===== config.mk =====
export PLATFORM = sky130hd
export DESIGN_NAME = elastic_register
export DESIGN_NICKNAME = d
export VERILOG_FILES = /design/src/rtl/cpu_pkg.sv /design/src/rtl/skid_stage.sv /design/src/rtl/elastic_register.sv
export SDC_FILE = /design/constraint.sdc
export NUM_CORES = 1
export LEC_CHECK = 0
export ABC_AREA = 1
export CORE_MARGIN = 5
export CORE_UTILIZATION = 45
export DETAILED_ROUTE_END_ITERATION = 6
export GPL_TIMING_DRIVEN = 0
export HOLD_SLACK_MARGIN = 0.06
export MAX_ROUTING_LAYER = met4
export PLACE_DENSITY = 0.75
export SYNTH_ARGS = -nofsm -noshare
export SYNTH_HDL_FRONTEND = slang
export SYNTH_SLANG_ARGS = --single-unit
export TNS_END_PERCENT = 1

===== constraint.sdc =====
create_clock -name clk -period 1.2 [get_ports clk]
set_input_delay 0.18 -clock clk [delete_from_list [all_inputs] [get_ports clk]]
set_output_delay 0.18 -clock clk [all_outputs]
set_load 0.05 [all_outputs]

===== src/rtl/cpu_pkg.sv =====
// Shared CPU datapath constants and small helpers used by the register and RAM blocks.
package cpu_pkg;

  localparam int WORD_W = 16;

  // Bits needed to count 0..2*stages held words.
  function automatic int occ_width(input int stages);
    return $clog2(2 * stages + 1);
  endfunction

endpackage


===== src/rtl/skid_stage.sv =====
// One two-entry skid buffer: main entry drives the output, skid entry absorbs
// the word that arrives while the output is stalled, so in_ready is a flop.
module skid_stage
  import cpu_pkg::*;
#(
  parameter int WIDTH = WORD_W
) (
  input  logic             clk,
  input  logic             rst_n,
  input  logic             flush,
  input  logic [WIDTH-1:0] in_data,
  input  logic             in_valid,
  output logic             in_ready,
  output logic [WIDTH-1:0] out_data,
  output logic             out_valid,
  input  logic             out_ready
);

  logic [WIDTH-1:0] main_data_r;
  logic [WIDTH-1:0] skid_data_r;
  logic             main_valid_r;
  logic             skid_valid_r;
  logic             ready_r;

  logic [WIDTH-1:0] main_data_s;
  logic [WIDTH-1:0] skid_data_s;
  logic             main_valid_s;
  logic             skid_valid_s;
  logic             ready_s;
  logic             in_fire_s;
  logic             out_fire_s;

  assign in_fire_s  = in_valid && ready_r;
  assign out_fire_s = main_valid_r && out_ready;

  // Next-state for both entries; flush drops valid flags but keeps data.
  always_comb begin
    main_data_s  = main_data_r;
    skid_data_s  = skid_data_r;
    main_valid_s = main_valid_r;
    skid_valid_s = skid_valid_r;
    if (flush) begin
      main_valid_s = 1'b0;
      skid_valid_s = 1'b0;
    end else if (!main_valid_r || out_fire_s) begin
      if (skid_valid_r) begin
        main_data_s  = skid_data_r;
        main_valid_s = 1'b1;
        skid_valid_s = 1'b0;
      end else if (in_fire_s) begin
        main_data_s  = in_data;
        main_valid_s = 1'b1;
      end else begin
        main_valid_s = 1'b0;
      end
    end else if (in_fire_s) begin
      skid_data_s  = in_data;
      skid_valid_s = 1'b1;
    end else begin
      skid_valid_s = skid_valid_r;
    end
    ready_s = !skid_valid_s;
  end

  // Entry registers; ready stays low through reset and rises on the first edge after.
  always_ff @(posedge clk or negedge rst_n) begin
    if (!rst_n) begin
      main_data_r  <= {WIDTH{1'b0}};
      skid_data_r  <= {WIDTH{1'b0}};
      main_valid_r <= 1'b0;
      skid_valid_r <= 1'b0;
      ready_r      <= 1'b0;
    end else begin
      main_data_r  <= main_data_s;
      skid_data_r  <= skid_data_s;
      main_valid_r <= main_valid_s;
      skid_valid_r <= skid_valid_s;
      ready_r      <= ready_s;
    end
  end

  assign in_ready  = ready_r;
  assign out_data  = main_data_r;
  assign out_valid = main_valid_r;

endmodule


===== src/rtl/elastic_register.sv =====
// WIDTH-bit, STAGES-deep elastic pipeline register built from cascaded skid
// stages, with a registered count of the words currently held.
module elastic_register
  import cpu_pkg::*;
#(
  parameter int WIDTH  = WORD_W,
  parameter int STAGES = 1,
  parameter int CNT_W  = occ_width(STAGES)
) (
  input  logic             clk,
  input  logic             rst_n,
  input  logic             flush,
  input  logic [WIDTH-1:0] in_data,
  input  logic             in_valid,
  output logic             in_ready,
  output logic [WIDTH-1:0] out_data,
  output logic             out_valid,
  input  logic             out_ready,
  output logic [CNT_W-1:0] occupancy
);

  logic [WIDTH-1:0] data_c  [STAGES+1];
  logic             valid_c [STAGES+1];
  logic             ready_c [STAGES+1];
  logic [CNT_W-1:0] occ_r;
  logic [CNT_W-1:0] occ_s;
  logic             in_fire_s;
  logic             out_fire_s;

  assign data_c[0]       = in_data;
  assign valid_c[0]      = in_valid;
  assign ready_c[STAGES] = out_ready;

  generate
    for (genvar k = 0; k < STAGES; k++) begin : g_stage
      skid_stage #(
        .WIDTH(WIDTH)
      ) u_stage (
        .clk      (clk),
        .rst_n    (rst_n),
        .flush    (flush),
        .in_data  (data_c[k]),
        .in_valid (valid_c[k]),
        .in_ready (ready_c[k]),
        .out_data (data_c[k+1]),
        .out_valid(valid_c[k+1]),
        .out_ready(ready_c[k+1])
      );
    end
  endgenerate

  assign in_ready   = ready_c[0];
  assign out_data   = data_c[STAGES];
  assign out_valid  = valid_c[STAGES];
  assign in_fire_s  = in_valid && ready_c[0];
  assign out_fire_s = valid_c[STAGES] && out_ready;

  // Occupancy next value: flush clears, a balanced in/out pair leaves it unchanged.
  always_comb begin
    occ_s = occ_r;
    if (flush) begin
      occ_s = {CNT_W{1'b0}};
    end else if (in_fire_s && !out_fire_s) begin
      occ_s = occ_r + CNT_W'(1);
    end else if (out_fire_s && !in_fire_s) begin
      occ_s = occ_r - CNT_W'(1);
    end else begin
      occ_s = occ_r;
    end
  end

  // Occupancy register.
  always_ff @(posedge clk or negedge rst_n) begin
    if (!rst_n) begin
      occ_r <= {CNT_W{1'b0}};
    end else begin
      occ_r <= occ_s;
    end
  end

  assign occupancy = occ_r;

endmodule

==> summary.md <==
| Metric | Value |
|---|---|
| Height of the die | `74.2 um` |
| Layout area overhead | `30.3%` |
| Clk root buf | `clkbuf_8` |
| Inst Count DP | `~300` |
| WP data required | `1020 ps` |
| Max Fclk | `820 MHz` |
| Vias per cell | `4.67` |
| RSZ-0062 raised after global routing | `true` |
| WHS | `just over 400 ps` |
| DR vias | `1439` |
| Top-level I/O count | `about 40` |
| Number of port buffers | `40` |
| Clock power frac | `around 30%` |
| Longest Clk Path Bufs | `2` |
| Worst path top cell family by delay | `flip-flops` |
| Layout Cells excl Fill | `308` |
| Residual DRC | `0` |
| Setup-violating endpoint count in the final report | `1` |
| H-tree depth | `2` |
| Sequential Area | `~930 um2` |
| Pwr dens | `1580 mW/mm2` |
| CTS tree | `yes` |
| Final worst setup slack | `-18.9 ps` |
| Number of buffers created by CTS | `5` |
| Slew Viols, Final | `0` |
| # rows | `23` |
| Post-Route WL | `3740 um` |
| Leakage | `1.19 nW` |
| Hold Crit Class | `input port to flop` |
| Aggregate global-route resource usage | `16.0%` |
| Setup repair bufs after CTS | `0` |
| Status | `finished with violations` |
| Post-route ant nets | `0` |
| Crit start category | `flop` |
| DP Worst Slack | `-360 ps` |
| Largest net degree at the start of global routing | `38` |
| Buf+Inv Stages, Crit Path | `1` |
| Critical Path, Cell by Cell | `clkdlybuf4s15_2` |
| Synthesized net count | `230` |
| Slowest stage cell, crit path | `dfrtp_2` |
| Area of the multi-input gates | `773 um2` |
| Die span in x | `74.2 um` |
| Slew of the pin with the lowest slew margin | `a little over 500 ps` |
| Crit-path max cell delay | `410 ps` |
| Sequential element share of the synthesized area | `50.0%` |
| Cell Area, Synth | `0.00185 mm2` |
| Vias in the first global route | `~1400` |
| Clk_lat worst skew | `300 ps` |
| Yosys warning count | `0` |
| Synthesized area per cell | `roughly 8.9 um2` |
| Share of layout cells above drive strength 1 | `32.2%` |
| Grt total ovfl | `0` |
| Peak supply drop | `0.773 mV` |
| Final hold violation count | `0` |
| Worst-path fanout max | `2` |
| CP arrival | `1040 ps` |
| Synth top area cells | `dfrtp_1 (50%), nand2_1 (13%), o21ai_0 (8.6%)` |
| GPL Wtd Cong | `0.788` |
| Fin crit period | `roughly 1200 ps` |
| Diodes inserted | `0` |
| Nets | `278` |
| Final period utilization | `102%` |
| Reg power frac | `42.6%` |
| Largest area contributor in the netlist | `dfrtp_1` |
| Failing checks | `setup timing` |
| Initial antenna violation count | `0` |
| Yosys top cell area share | `50.0%` |
| Internal | `2.52 mW` |
| DR iter-0 viols | `72` |
| Core ar. | `approximately 0.004 mm2` |
| Wire length of the first global-routing pass | `6440 um` |
| Switching Share | `34.0%` |
| Final Skew | `11.7 ps` |
| Routed WL per cell | `between 10 and 15 um` |
| Full die area | `roughly 0.0055 mm2` |
| CP Class | `flop to primary output` |
| Post-Synthesis Cells | `approximately 210` |
| Most frequent cells in the layout | `nand2_1 (60), dfrtp_1 (34), o21ai_0 (28)` |
| Pre-Repair DR Iteration Count | `4` |
| Comb power frac | `~28%` |
| Setup crit end kind | `primary output` |
| Fillers | `369` |
| Starting density of the core | `46.3%` |
| Net Switching | `1.30 mW` |
| Rel. slew slack | `65.7%` |
| Commonest non-fill, non-tap cell in the layout | `nand2_1` |
| Distinct cells, synth | `21` |
| Yosys reg bits | `37` |
| Dpl hpwl | `2710 um` |
| MaxCap Viol Count | `0` |
| Sink Count | `37` |
| Reg clk slew, reported paths | `70 ps` |
==> metal layers <==
metal,track usage (%),part of all wire [%],vias up,wire length (um)
met4,6.64,1.5,0,57
met3,4.05,5.3,5,198
met2,23.3,47,32,1770
met5,-,0,-,0
met1,21.1,46,649,1720
li1,-,-,753,-
==> synthesized netlist by cell type <==
cell type,n
nand2_2,14
buf_8,1
o21ai_1,2
inv_2,2
nand4_1,1
nand2_1,64
o21ai_2,16
xnor2_1,1
nor2_8,2
o21ai_0,32
buf_6,4
nand3_1,2
a21oi_1,1
nor2_1,2
buf_2,2
nand2_4,2
dfrtp_1,37
buf_4,1
clkbuf_1,1
inv_1,21
nand2_8,1
==> per-stage QoR <==
stage                     instance area (um2)  utilization [%]  power [mW]  TNS [ps]
after floorplan                          1870                -        2.40     -2570
after global placement                   2330             58.3        2.77    -47390
after detailed placement                 2330             58.2        2.78    -13490
after CTS                                2450             61.3        3.87     -88.7
after global routing                     2410             60.3        4.02     -1020
final                                    2410             60.3        3.82     -18.9
==> repair_timing <==
action / in CTS / in global routing
hold buffers: 1 / 0
gates resized for setup: 74 / 26
endpoints found under the hold margin: 37 / 0
endpoints found under the setup margin: 45 / 84
pin swaps: 1 / 0
==> kinds of logic (layout without fill, tap and decap cells) <==
family | Yosys count | after routing | share of synthesized area [%]
and+or+nand+nor | 88 | 88 | 23.4
DFF | 37 | 37 | 50.0
AOI/OAI and AO/OA | 51 | 51 | 17.0
xor gates and xnor gates | 1 | 1 | 0.473
buffers and inverters | 32 | 81 | 9.05
==> registers in the layout (all words and copies together), names as in the netlist <==
| register | cells |
|---|---|
| g_stage.u_stage.out_valid | 1 |
| g_stage.u_stage.skid_valid_r | 1 |
| occupancy | 2 |
| g_stage.u_stage.in_ready | 1 |
| g_stage.u_stage.skid_data_r | 16 |
| g_stage.u_stage.out_data | 16 |
==> final timing paths <==
| path | from | cells past startpoint | slack, ps | endpoint |
|---|---|---|---|---|
| min in group asynchronous | rst_n | 2 | 420 | g_stage[0].u_stage.skid_data_r[14]$_DFFE_PN0P_ |
| hold / removal | out_ready | 4 | 410 | g_stage[0].u_stage.out_valid$_DFFE_PN0P_ |
| setup reg to reg | g_stage[0].u_stage.out_valid$_DFFE_PN0P_ | 6 | 30 | g_stage[0].u_stage.skid_data_r[13]$_DFFE_PN0P_ |
| max in group asynchronous | rst_n | 2 | 390 | g_stage[0].u_stage.out_valid$_DFFE_PN0P_ |
| hold reg to reg | g_stage[0].u_stage.out_data[15]$_DFFE_PN0P_ | 2 | 480 | g_stage[0].u_stage.out_data[15]$_DFFE_PN0P_ |
| setup / recovery | g_stage[0].u_stage.in_ready$_DFF_PN0_ | 1 | -20 | in_ready |
==> area by class of cell <==
cell class / count / share of cell area (%)
plain buffers: 9 / 3.58
clock buffers: 6 / 3.42
clock inverters: 2 / 1.56
inverters: 23 / 3.58
multi-input cells: 140 / 32.1
flip-flops and latches: 37 / 38.5
well taps: 50 / 2.59
repair buffers: 41 / 14.7
==> worst reg2reg max path: stages, from the launching register on <==
cell and delay [ps]:
dfrtp_2 410, nand2_4 80, nor2_8 190, nand2_4 110
buf_6 170, nand2_2 60, o21ai_2 40
==> power groups by stage <==
stage	Sequential [mW]	Combinational (mW)	Clock [mW]
after floorplan	1.99	0.407	0
after global placement	1.64	1.12	0
after detailed placement	1.65	1.13	0
after CTS	1.63	1.09	1.14
after global routing	1.66	1.15	1.21
final	1.63	1.06	1.13
Power figures use the tool's default switching activity.
